File: config.mk
export PLATFORM = sky130hd
export DESIGN_NAME = rst_seq_ctrl_flat
export DESIGN_NICKNAME = d
export VERILOG_FILES = /design/src/rtl/rst_seq_ctrl_if.sv /design/src/rtl/rst_seq_ctrl.sv /design/src/flat_wrapper.sv
export SDC_FILE = /design/constraint.sdc
export NUM_CORES = 1
export LEC_CHECK = 0
export ABC_CLOCK_PERIOD_IN_PS = 2800
export CORE_UTILIZATION = 40
export DETAILED_ROUTE_END_ITERATION = 8
export GPL_TIMING_DRIVEN = 0
export SLEW_MARGIN = 20
export SYNTH_ARGS = -nofsm -noshare
export SYNTH_HDL_FRONTEND = slang
export SYNTH_SLANG_ARGS = --single-unit
export TNS_END_PERCENT = 5
File: constraint.sdc
create_clock -name clk_i -period 2.8 [get_ports clk_i]
set_clock_uncertainty 0.2 [all_clocks]
set_input_delay 0.42 -clock clk_i [delete_from_list [all_inputs] [get_ports clk_i]]
set_output_delay 0.42 -clock clk_i [all_outputs]
set_load 0.02 [all_outputs]
File: src/rtl/rst_seq_ctrl_if.sv
// Bundle of reset-sequencer request inputs and reset/status outputs.
// The master side drives the request sources; the slave side is the sequencer.
interface rst_seq_ctrl_if #(
  parameter int NumRst = 3
);
  logic              pll_locked_i;
  logic              rst_btn_i;
  logic              sw_rst_req_i;
  logic              cause_clr_i;
  logic [NumRst-1:0] rst_no;
  logic              rst_active_o;
  logic [2:0]        rst_cause_o;

  modport master (
    output pll_locked_i, rst_btn_i, sw_rst_req_i, cause_clr_i,
    input  rst_no, rst_active_o, rst_cause_o
  );

  modport slave (
    input  pll_locked_i, rst_btn_i, sw_rst_req_i, cause_clr_i,
    output rst_no, rst_active_o, rst_cause_o
  );
endinterface

File: src/rtl/rst_seq_ctrl.sv
// Reset sequencer: merges PLL-loss, debounced button and software requests,
// holds all reset outputs low, then releases them one by one after a stretch.
module rst_seq_ctrl #(
  parameter int NumRst         = 3,
  parameter int StretchCycles  = 255,
  parameter int StepCycles     = 16,
  parameter int DebounceCycles = 1000
) (
  input logic           clk_i,
  input logic           rst_ni,
  rst_seq_ctrl_if.slave bus
);

  localparam int MaxCnt = (StretchCycles > StepCycles) ? StretchCycles : StepCycles;
  localparam int CntW   = $clog2(MaxCnt + 1);
  localparam int IdxW   = $clog2(NumRst + 1);
  localparam int DbW    = $clog2(DebounceCycles + 1);

  localparam logic [CntW-1:0] StretchLast = CntW'(StretchCycles - 1);
  localparam logic [CntW-1:0] StepLast    = CntW'(StepCycles - 1);
  localparam logic [IdxW-1:0] IdxLast     = IdxW'(NumRst - 1);
  localparam logic [DbW-1:0]  DbLast      = DbW'(DebounceCycles - 1);

  typedef enum logic [1:0] {
    HOLD,
    STRETCH,
    RELEASE,
    RUN
  } state_e;

  state_e            state_q, state_d;
  logic [CntW-1:0]   cnt_q, cnt_d;
  logic [IdxW-1:0]   idx_q, idx_d;
  logic [NumRst-1:0] rst_n_q, rst_n_d;
  logic              active_q, active_d;
  logic [2:0]        cause_q, cause_d;

  logic              lock_meta, lock_sync;
  logic              btn_meta, btn_sync;
  logic              btn_db;
  logic [DbW-1:0]    db_cnt;

  logic [2:0]        src;
  logic              req;

  // Two-flop synchronisers for the asynchronous lock and button inputs.
  // NOTE: sequential state uses non-blocking assignments so every flop samples
  // pre-edge values regardless of statement order.
  always_ff @(posedge clk_i or negedge rst_ni) begin
    if (!rst_ni) begin
      lock_meta <= 1'b0;
      lock_sync <= 1'b0;
      btn_meta  <= 1'b0;
      btn_sync  <= 1'b0;
    end else begin
      lock_meta <= bus.pll_locked_i;
      lock_sync <= lock_meta;
      btn_meta  <= bus.rst_btn_i;
      btn_sync  <= btn_meta;
    end
  end

  // A new button level is accepted only after DebounceCycles consecutive
  // disagreeing samples; any agreeing sample restarts the count.
  always_ff @(posedge clk_i or negedge rst_ni) begin
    if (!rst_ni) begin
      btn_db <= 1'b0;
      db_cnt <= '0;
    end else if (btn_sync != btn_db) begin
      if (db_cnt == DbLast) begin
        btn_db <= btn_sync;
        db_cnt <= '0;
      end else begin
        db_cnt <= db_cnt + 1'b1;
      end
    end else begin
      db_cnt <= '0;
    end
  end

  assign src = {bus.sw_rst_req_i, btn_db, ~lock_sync};
  assign req = |src;

  always_ff @(posedge clk_i or negedge rst_ni) begin
    if (!rst_ni) begin
      state_q  <= HOLD;
      cnt_q    <= '0;
      idx_q    <= '0;
      rst_n_q  <= '0;
      active_q <= 1'b1;
      cause_q  <= 3'b001;
    end else begin
      state_q  <= state_d;
      cnt_q    <= cnt_d;
      idx_q    <= idx_d;
      rst_n_q  <= rst_n_d;
      active_q <= active_d;
      cause_q  <= cause_d;
    end
  end

  // NOTE: every signal driven here gets a default first so no path leaves it
  // unassigned, which would otherwise infer a latch.
  always_comb begin
    state_d = state_q;
    cnt_d   = cnt_q;
    idx_d   = idx_q;
    rst_n_d = rst_n_q;

    unique case (state_q)
      HOLD: begin
        rst_n_d = '0;
        cnt_d   = '0;
        idx_d   = '0;
        if (!req) state_d = STRETCH;
      end
      STRETCH: begin
        rst_n_d = '0;
        if (req) begin
          state_d = HOLD;
          cnt_d   = '0;
        end else if (cnt_q == StretchLast) begin
          state_d = RELEASE;
          cnt_d   = '0;
          idx_d   = '0;
        end else begin
          cnt_d = cnt_q + 1'b1;
        end
      end
      RELEASE: begin
        if (req) begin
          // Already-released domains drop back into reset on this same edge.
          state_d = HOLD;
          rst_n_d = '0;
          cnt_d   = '0;
          idx_d   = '0;
        end else if (cnt_q == StepLast) begin
          cnt_d = '0;
          for (int k = 0; k < NumRst; k++) begin
            if (idx_q == IdxW'(k)) rst_n_d[k] = 1'b1;
          end
          if (idx_q == IdxLast) begin
            state_d = RUN;
            idx_d   = '0;
          end else begin
            idx_d = idx_q + 1'b1;
          end
        end else begin
          cnt_d = cnt_q + 1'b1;
        end
      end
      RUN: begin
        rst_n_d = '1;
        if (req) begin
          state_d = HOLD;
          rst_n_d = '0;
        end
      end
      default: begin
        state_d = HOLD;
        rst_n_d = '0;
        cnt_d   = '0;
        idx_d   = '0;
      end
    endcase

    active_d = (state_d != RUN);

    // Clearing is only honoured in RUN, and a source active on the same edge wins.
    if (bus.cause_clr_i && (state_q == RUN)) cause_d = src;
    else                                     cause_d = cause_q | src;
  end

  assign bus.rst_no       = rst_n_q;
  assign bus.rst_active_o = active_q;
  assign bus.rst_cause_o  = cause_q;

endmodule

File: src/flat_wrapper.sv
// flat-port wrapper written by rule: the top's interface ports become plain ports
module rst_seq_ctrl_flat 
#(
  parameter int NumRst         = 3,
  parameter int StretchCycles  = 255,
  parameter int StepCycles     = 16,
  parameter int DebounceCycles = 1000
)
  (clk_i, rst_ni, bus_pll_locked_i, bus_rst_btn_i, bus_sw_rst_req_i, bus_cause_clr_i, bus_rst_no, bus_rst_active_o, bus_rst_cause_o);
  rst_seq_ctrl_if #(.NumRst(NumRst)) bus_i ();
  input logic clk_i;
  input logic rst_ni;
  input wire logic [$bits(bus_i.pll_locked_i)-1:0] bus_pll_locked_i;
  input wire logic [$bits(bus_i.rst_btn_i)-1:0] bus_rst_btn_i;
  input wire logic [$bits(bus_i.sw_rst_req_i)-1:0] bus_sw_rst_req_i;
  input wire logic [$bits(bus_i.cause_clr_i)-1:0] bus_cause_clr_i;
  output wire logic [$bits(bus_i.rst_no)-1:0] bus_rst_no;
  output wire logic [$bits(bus_i.rst_active_o)-1:0] bus_rst_active_o;
  output wire logic [$bits(bus_i.rst_cause_o)-1:0] bus_rst_cause_o;
  assign bus_i.pll_locked_i = bus_pll_locked_i;
  assign bus_i.rst_btn_i = bus_rst_btn_i;
  assign bus_i.sw_rst_req_i = bus_sw_rst_req_i;
  assign bus_i.cause_clr_i = bus_cause_clr_i;
  assign bus_rst_no = bus_i.rst_no;
  assign bus_rst_active_o = bus_i.rst_active_o;
  assign bus_rst_cause_o = bus_i.rst_cause_o;
  rst_seq_ctrl #(.NumRst(NumRst), .StretchCycles(StretchCycles), .StepCycles(StepCycles), .DebounceCycles(DebounceCycles)) u_core (.clk_i(clk_i), .rst_ni(rst_ni), .bus(bus_i));
endmodule
Yosys cells after proc, flatten, opt, wreduce, memory -nomap -nowiden
Index checks and enable logic that the tools add are counted.
{ "word_totals": {"reg_bits": 34, "inputBits": 6} }
{ "op_classes": {"add_sub_neg": 3, "eq_ne": 16, "mux": 29, "bitwise_logic": 2, "reduce_logical": 11} }
{ "op_table": {"columns": ["cell", "count"], "rows": [
  ["$mux 8", 4],
  ["$mux 2", 12],
  ["$pmux 8 s3", 1],
  ["$mux 10", 2],
  ["$mux 3", 4],
  ["$ne 3x1->1 const B", 4],
  ["$add 10x1->10 const B", 1],
  ["$eq 10x10->1 const B", 1],
  ["$pmux 3 s3", 1],
  ["$add 8x1->8 const B", 1],
  ["$eq 8x4->1 const B", 1],
  ["$eq 8x8->1 const B", 1],
  ["$pmux 2 s4", 1],
  ["$reduce_and 2->1", 4],
  ["$eq 2x2->1 const B", 3],
  ["$pmux 2 s3", 1],
  ["$eq 2x1->1 const B", 2],
  ["$logic_not 2->1", 2],
  ["$ne 2x2->1 const B", 2],
  ["$reduce_and 4->1", 1],
  ["$mux 1", 3],
  ["$or 3x3->3", 1],
  ["$reduce_bool 3->1", 1],
  ["$reduce_or 3->1", 1],
  ["6 further kinds", 6]
]} }

Logic depth before layout (Yosys ltp)
Gate-level depths: netlist of the first run.
{ "depth": {"depth_word": 6, "ltp_mapped": 6} }

Worst setup path before layout of the first run
Ideal clock, no wire load.
{ "synth_timing": {"path_type": "reg-to-reg", "from": "register u_core.state_q[0]", "to": "register u_core.active_q, in the netlist u_core.bus.rst_active_o", "setup_ps": 79, "t_arrival_ps": 1806, "required_time_ps": 2521, "setup_slack_ps": 715, "path_stages_with_launch": 7, "period_less_slack_ps": 2085, "cell_sequence": "dfrtp_1 -> inv_1 -> ha_1 -> and4bb_2 -> nand3_2 -> or4b_4 -> a32o_2"} }
{ "synth_between": {"elab_chain_len": 5, "elab_cells_between_ends": 13, "classes_between": "eq/ne (4); mux (8); reduce/logical (1)"} }
{ "synth_lines": {"columns": ["item", "line_no", "source"], "rows": [
  ["from (decl)", "rst_seq_ctrl.sv:31", "state_e state_q, state_d;"],
  ["from (signal assigned)", "rst_seq_ctrl.sv:93", "state_q <= state_d;"],
  ["$mux 2", "rst_seq_ctrl.sv:142", "if (idx_q == IdxLast) begin"],
  ["$mux 2", "rst_seq_ctrl.sv:137", "end else if (cnt_q == StepLast) begin"],
  ["$mux 2", "rst_seq_ctrl.sv:131", "if (req) begin"],
  ["$pmux 2 s4 (*)", "rst_seq_ctrl.sv:110", "unique case (state_q)"],
  ["$ne 2x2->1 (*)", "rst_seq_ctrl.sv:167", "active_d = (state_d != RUN);"],
  ["via u_core.active_d", "rst_seq_ctrl.sv:35", "logic active_q, active_d;"],
  ["to (signal assigned)", "rst_seq_ctrl.sv:97", "active_q <= active_d;"],
  ["to (decl)", "rst_seq_ctrl.sv:35", null]
]} }
Mark *: on every way through the listed nets, which the timed path passes. The rest lies on a longest branch.
A chain may end at the register's enable or synchronous reset.

Worst setup path in the final report of the first run
Same ends and word-level chain as after synthesis.

==> results.md, run 1 <==
STA:
- The timing-limited maximum frequency is 0.431 GHz.
- Setup violations remaining at the end of the flow were counted as 0.
- The smallest clock period supported by the final layout is computed as 2320 ps.
- The headroom to the max-slew limit is 54.0%.
- The transition at the pin with the smallest max-transition slack is 683 ps.
- The final-report hold violation count is 0.
- The least setup slack across all paths after layout is 482 ps.
- The final setup TNS is 0 ps.
- The final clock period utilization by the worst path is 82.8%.
- The number of slew-limit violations in the final report is 0.
- Setup repair after global routing left no endpoint under its margin.

Hold path:
- The classification of the worst-slack hold path is reg -> reg.

Floorplan:
- The die outline width is 67.2 um.
- The full die area is 4520 um2.
- The number of rows in the core area is 23.
- The number of top-level pins is 13.
- From bottom edge to top edge, the die measures 67.2 um.
- The initial standard-cell utilization of the core is 42.0%.
- The core box area is 4060 um2.

Pwr:
- The static leakage is 0.000864 uW.
- VDD sags by at most 0.177 mV.
- For this design the ratio of total power to cell area is 537 nW/um2.

Worst setup path:
- Following the worst setup path forward leads to its endpoint at u_core.bus.rst_active_o.
- STA classifies the critical path endpoint as a register.
- The path type of the worst setup path is reg -> reg.
- Data arrives at the worst endpoint at 2330 ps.
- The worst register-to-register path has a depth of 6.
- The start of the worst register-to-register path is u_core.state_q[0].
- The largest driver fanout on the critical path is 8.
- The required arrival time at the worst endpoint is 2810 ps.
- Setup slack on the worst reg-to-reg path comes out at 480 ps.
- The most critical setup path has its startpoint at u_core.state_q[0].
- In this run the critical register-to-register path is captured at u_core.bus.rst_active_o.
- STA classifies the critical path startpoint as a register.

Cells and area:
- The net count of the finished layout is 199.
- Of the cells placed in the final design, the portion with a size suffix greater than 1 is 10.7%.
- For this run, the number of standard cells in the final layout without fillers is 237.
- The layout overhead on the synthesized area is 18.9%.
- The top cell types in the final layout, fill and taps aside, are sky130_fd_sc_hd__dfrtp_1 (32), sky130_fd_sc_hd__nand2_1 (22), sky130_fd_sc_hd__nor2_1 (12), sky130_fd_sc_hd__clkdlybuf4s50_1 (11), sky130_fd_sc_hd__inv_1 (9).
- The most frequent standard cell in the layout excluding fill and tap cells is sky130_fd_sc_hd__dfrtp_1.
- The number of diodes added for antenna fixing is 0.
- After routing the design area is 2020 um2.
- The layout filler cell count is 371.

Global routing:
- The via count of the first global-routing pass is 1,264.
- The wire length of the first global-routing pass is 5.80 mm.
- The pin count of the biggest net entering global routing is 20.
- The number of antenna violations at the first check in global routing is 0.
- For this run, the total global-route usage over all layers was measured as 17.7%.
- The total overflow left after global routing is 0.

Outcome:
- The run finished with clean final reports.

Placed design:
- The setup slack at placement is 419 ps.
- The instance count after placement with tap cells included is 228.
- The quantity of I/O buffers inserted on ports is 12.
- Routability-driven placement finished with a final weighted congestion of 0.835.
- Detailed placement finished with a half-perimeter wire length of 2.45 mm.
- The cell area after placement is 1910 um2.

Job:
- The max-cap violation count is 0.

Synthesis:
- After synthesis the netlist holds a flip-flop and latch count of 34.
- The mean instance size in the synthesized netlist is 10.3 um2.
- The mapped netlist covers 1700 um2.
- The unique cell type count in the Yosys netlist is 44.
- Yosys mapped a number of flops with a built-in enable equal to 0.
- The post-synthesis async set-or-reset flop share is 100%.
- The most used flip-flop cell after synthesis is sky130_fd_sc_hd__dfrtp_1.
- By area the synthesized netlist is led by sky130_fd_sc_hd__dfrtp_1 (47%), sky130_fd_sc_hd__ha_1 (5.1%), sky130_fd_sc_hd__nand2_1 (4.8%).
- Synthesis produced a netlist with a net count of 178.
- The sequential area share after synthesis is 50.1%.
- The top-area cell type share of the netlist area is 47.0%.
- The cell type with the highest aggregate area in the netlist is sky130_fd_sc_hd__dfrtp_1.
- Synthesis produced 165 cells.
- The Yosys step of the flow raised 0 warnings.

Routing:
- The number of vias in the routed layout is 1,292.
- The vias per cell is 5.45.
- The residual antenna-violating net count after detailed routing is 0.
- The initial detailed-routing violation count is 44.
- Dividing the detail-routed wire length by the instance count gives 14.2 um.
- The final layout contains routed wiring with a total length of 3.36 mm.
- The first detailed-routing pass took 4 iterations.
- In the routed design, unresolved DRC markers number 0.

Clock network:
- TritonCTS built the clock tree.
- The number of buffers added by the clock tree synthesis step is 5.
- The clock tree root driver cell is sky130_fd_sc_hd__clkbuf_8.
- Counting along the longest clock path gives a buffer depth of 2.
- The tree built by TritonCTS fans out to 34 sinks.
- After clock tree synthesis, the clock-pin slew on the worst setup and hold paths is 80 ps.
- The worst-skew pair later-pin latency is 290 ps.
- The clock tree synthesis step divided the H-tree into 2 levels.
cell type report:
cell class                      instances  area (um2)  area share, %
Sequential cell                        34         853           42.2
Multi-Input combinational cell        119         803           39.7
Timing Repair Buffer                   14         153           7.54
Clock buffer                            7        76.3           3.77
Tap cell                               50        62.6           3.09
Inverter                                9        33.8           1.67
Clock inverter                          1        30.0           1.48
Buffer                                  3        12.5          0.618
repair_timing:
item / in CTS / in global routing
endpoints found under the setup margin: 0 / 0
endpoints found under the hold margin: 14 / 0
resized for setup: 0 / 0
hold buffers: 1 / 0
setup buffers: 0 / 0
how the worst min path moves through the flow:
stage	from	end	slack (ps)	depth (start not counted)
global route	u_core.lock_meta	u_core.lock_sync	150	0
detailed placement	u_core.lock_meta	u_core.lock_sync	140	0
finish	u_core.lock_meta	u_core.lock_sync	150	0
CTS	u_core.lock_meta	u_core.lock_sync	150	0
global placement	u_core.btn_meta	u_core.btn_sync	130	0
floorplan	rst_ni	u_core.btn_db	-80	0
cells by family after synthesis:
group                      synth area share [%]
AOI/OAI and AO/OA                          11.5
adders and majority gates                  5.14
DFF                                        50.1
xor gates and xnor gates                   5.66
and+or+nand+nor                            23.5
muxes                                      1.32
buffers and inverters                      2.72
registers in the layout (all words and copies together) (netlist names):
name and flops:
u_core.btn_db 1, u_core.btn_meta 1, u_core.btn_sync 1, u_core.bus.rst_active_o 1
u_core.bus.rst_cause_o 3, u_core.bus.rst_no 3, u_core.cnt_q 8, u_core.db_cnt 10
u_core.idx_q 2, u_core.lock_meta 1, u_core.lock_sync 1, u_core.state_q 2
routing by layer:
layer / track usage (%) / routed length [um] / part of all wire, % / up-vias
met5: 0 / 0 / 0 / -
met4: 8.51 / 68 / 2.0 / 0
met3: 5.74 / 96 / 2.9 / 8
met2: 30.1 / 1710 / 51 / 21
met1: 19.9 / 1480 / 44 / 629
li1: - / - / - / 634
cells in the mapped netlist, types with 3 or more instances:
| master | instances |
|---|---|
| sky130_fd_sc_hd__xnor2_1 | 8 |
| sky130_fd_sc_hd__o31ai_1 | 3 |
| sky130_fd_sc_hd__nand2_1 | 22 |
| sky130_fd_sc_hd__nand3_1 | 7 |
| sky130_fd_sc_hd__nor3_1 | 4 |
| sky130_fd_sc_hd__o21ai_0 | 4 |
| sky130_fd_sc_hd__a31oi_1 | 3 |
| sky130_fd_sc_hd__dfrtp_1 | 32 |
| sky130_fd_sc_hd__or3_1 | 3 |
| sky130_fd_sc_hd__ha_1 | 7 |
| sky130_fd_sc_hd__a21oi_1 | 3 |
| sky130_fd_sc_hd__nor3b_1 | 3 |
| sky130_fd_sc_hd__and3_1 | 3 |
| sky130_fd_sc_hd__nor2_1 | 12 |
| sky130_fd_sc_hd__xor2_1 | 3 |
| sky130_fd_sc_hd__inv_1 | 9 |
critical path, stage by stage (launching register included):
cell and delay [ps]:
sky130_fd_sc_hd__dfrtp_1 440, sky130_fd_sc_hd__inv_1 110, sky130_fd_sc_hd__ha_1 330, sky130_fd_sc_hd__and4bb_2 310, sky130_fd_sc_hd__nand3_2 80, sky130_fd_sc_hd__or4b_4 500, sky130_fd_sc_hd__a32o_2 280
power by group:
part / switching (uW) / internal [uW]
clock: 173 / 266
combinational: 77.0 / 50.0
sequential: 15.4 / 506
stage by stage:
stage	power [uW]	utilization, %	hold slack, ps
5_1_grt	1130	49.9	155
2_1_floorplan	607	-	-75.6
3_3_place_gp	646	46.5	134
4_1_cts	1100	49.9	151
6_report	1090	49.9	151
3_5_place_dp	657	47.0	136
No activity file was read; power rests on OpenSTA's default activity.
==> inputs of run 2 (changes only) <==
Settings changed: ABC_CLOCK_PERIOD_IN_PS 2800 to 2350.
Clock period 2.8 ns to 2.35 ns, I/O delays scaled along.
==> run 2 against run 1 <==
  * Via count shrank 0.77%
  * Combinational power grew 22%
  * Highest routed layer unchanged
  * Sequential power grew 19%
  * Largest cell class unchanged
  * Worst hold slack is the same
==> results.md, run 2 (synthesized netlist as in run 1, its figures left out) <==
STA:
- For the pin with the worst max-slew slack, the measured transition is 434 ps.
- Based on the critical path, the design can be clocked at up to 0.444 GHz.
- The least setup slack across all paths after layout is 97.8 ps.
- The final-report setup violation count is 0.
- Across all hold checks on the routed design, the worst slack comes to 151 ps.
- The headroom to the max-slew limit is 70.9%.
- Setup repair after global routing left no endpoint under its margin.
- Of the available clock period, the critical path in the final layout requires 95.8%.
- Counting I/O delays and the setup requirement, the final critical path takes 2250 ps.
- The final setup TNS is 0 ps.
- The number of slew-limit violations in the final report came to 0.
- The final-report hold violation count was 0.

Pwr:
- The completed layout was analyzed and its total power is 1300 uW.
- The power per cell area is 639 nW/um2.
- In this run the static leakage power is 0.000866 uW.
- IR analysis of the VDD net gives a maximum drop of 0.210 mV.

Clock network:
- The H-tree depth is 2.
- The worst-skew pair later-pin latency is 290 ps.
- Counting along the longest clock path gives a buffer depth of 2.
- The register clock-pin slew on the reported worst setup and hold paths is 70 ps.
- The number of buffers inserted by post-CTS setup repair is 0.
- The TritonCTS clock tree is done.
- The number of buffers added by the clock tree synthesis step is 5.
- The clock tree root driver cell is sky130_fd_sc_hd__clkbuf_8.
- The clock net in this run drives a total of 34 sinks.

Global routing:
- The first global-routing pass estimated 5.80 mm of wire.
- After global routing the overflow that remains totals 0.
- The number of antenna violations at the first check in global routing is 0.
- The via count of the first global-routing pass is 1,264.
- Entering global routing, the biggest net connects 20 pins.
- Global routing used 17.7% of the available tracks across all layers.

Routing:
- The routed design has 3.36 mm of wire.
- The vias per cell is 5.41.
- The number of vias in the routed layout is 1,282.
- In this run the remaining antenna-violating nets after routing total 0.
- The first TritonRoute pass finished after 4 iterations.
- The count of unresolved DRC violations after routing is 0.
- Dividing the detail-routed wire length by the instance count gives 14.2 um.
- The first routing iteration left 60 violations.

Worst setup path:
- Walking the worst path, the cells encountered are inv_1 > ha_2 > and4bb_2 > nand3_2 > or4b_4 > a32o_2.
- STA puts the critical path data arrival time at 2260 ps.
- On the critical path, the stage with the largest delay is an instance of sky130_fd_sc_hd__or4b_4.
- The maximum single-stage delay on the critical path is 500 ps.
- The path type of the worst setup path is reg -> reg.
- In this run the worst path has a maximum fanout of 8.
- The required arrival time at the worst endpoint is 2360 ps.
- Counting both buffers and inverters, the worst setup path holds a total of 1.
- STA classifies the critical path endpoint as a register.
- The cell class contributing the biggest share of worst-path delay is simple AND/OR/NAND/NOR gates.
- The nature of the critical path startpoint is a register.

Cells and area:
- In the layout the commonest cells are sky130_fd_sc_hd__dfrtp_1 (32), sky130_fd_sc_hd__nand2_1 (22), sky130_fd_sc_hd__nor2_1 (12), sky130_fd_sc_hd__clkdlybuf4s50_1 (11), sky130_fd_sc_hd__inv_1 (9).
- The net count of the finished layout is 199.
- Once layout is done, the placed cells without fillers occupy 2030 um2.
- u_core.db_cnt holds more flip-flops than any other register.
- The fraction of final layout cells sized beyond drive strength 1 is 12.3%.
- The register with the most flip-flops in the layout has 10 of them.
- The number of diodes added for antenna fixing is 0.
- The most frequent standard cell in the layout excluding fill and tap cells is sky130_fd_sc_hd__dfrtp_1.
- In the final layout, the registers with the most flip-flops are u_core.db_cnt: 10 flops, u_core.cnt_q: 8 flops.
- The layout overhead on the synthesized area is 19.3%.
- Fill cells in the final layout number 371.

Placed design:
- The quantity of I/O buffers inserted on ports is 12.
- The estimated wirelength of the detail-placed design is 2.45 mm.
- In this run the cell area measured after placement is 1910 um2.
- The setup slack at placement is 36.3 ps.
- Routability-driven placement finished with a final weighted congestion of 0.835.

Floorplan:
- The die is 67.2 um tall.
- The region available for standard cell placement spans 4060 um2.
- The number of top-level pins is 13.
- The die covers 4520 um2.
- The die outline width is 67.2 um.
- In this run the core area contains 23 standard-cell rows.
- The initial standard-cell utilization of the core is 42.0%.

Outcome:
- The run finished with clean final reports.

Job:
- Max-cap violations in this run came to 0.

Hold path:
- The classification of the worst-slack hold path is reg -> reg.
run 2: changes by cell type in the layout (fill, tap and decap cells not counted), sizes merged:
cell / before / now
buf: 4 / 3
clkbuf: 8 / 9
run 2: power breakdown:
part / switching (uW) / total (uW) / internal, uW
registers: 18.6 / 621 / 603
logic: 92.9 / 155 / 62.4
clock network: 206 / 523 / 317
total: 317 / 1300 / 982
run 2: worst paths after layout:
kind,start,to,slack [ps],depth (start not counted)
max in group asynchronous,rst_ni,u_core.bus.rst_active_o,1090,3
max reg2reg,u_core.state_q[0],u_core.bus.rst_active_o,100,6
min reg2reg,u_core.lock_meta,u_core.lock_sync,150,0
min in group asynchronous,rst_ni,u_core.bus.rst_no[0],330,2
max,u_core.state_q[0],u_core.bus.rst_active_o,100,6
min,u_core.lock_meta,u_core.lock_sync,150,0
run 2: what timing repair did:
| item | in CTS | in global routing |
|---|---|---|
| endpoints found under the setup margin | 0 | 9 |
| gates resized for setup | 0 | 4 |
| hold buffers | 1 | 0 |
| hold endpoints to repair | 14 | 0 |
run 2: area by class of cell:
class | count | area [um2] | area share, %
Clock buffer | 7 | 76.3 | 3.76
Timing Repair Buffer | 14 | 153 | 7.51
Sequential cell | 34 | 853 | 42.0
Clock inverter | 1 | 30.0 | 1.48
Multi-Input combinational cell | 119 | 810 | 39.8
Inverter | 9 | 33.8 | 1.66
Tap cell | 50 | 62.6 | 3.08
Buffer | 3 | 13.8 | 0.677
run 2: per-layer routing:
layer | routed length (um) | up-vias | track usage [%] | part of all wire (%)
met5 | 0 | - | 0 | 0
met4 | 68 | 0 | 8.51 | 2.0
met3 | 88 | 8 | 5.74 | 2.6
met2 | 1710 | 15 | 30.1 | 51
met1 | 1490 | 625 | 19.9 | 44
li1 | - | 634 | - | -
run 2: stage by stage:
| step | utilization (%) | std cells |
|---|---|---|
| 2_1_floorplan | - | 165 |
| 3_3_place_gp | 46.5 | 227 |
| 3_5_place_dp | 47.0 | 228 |
| 4_1_cts | 49.9 | 237 |
| 5_1_grt | 50.1 | 237 |
| 6_report | 50.1 | 237 |
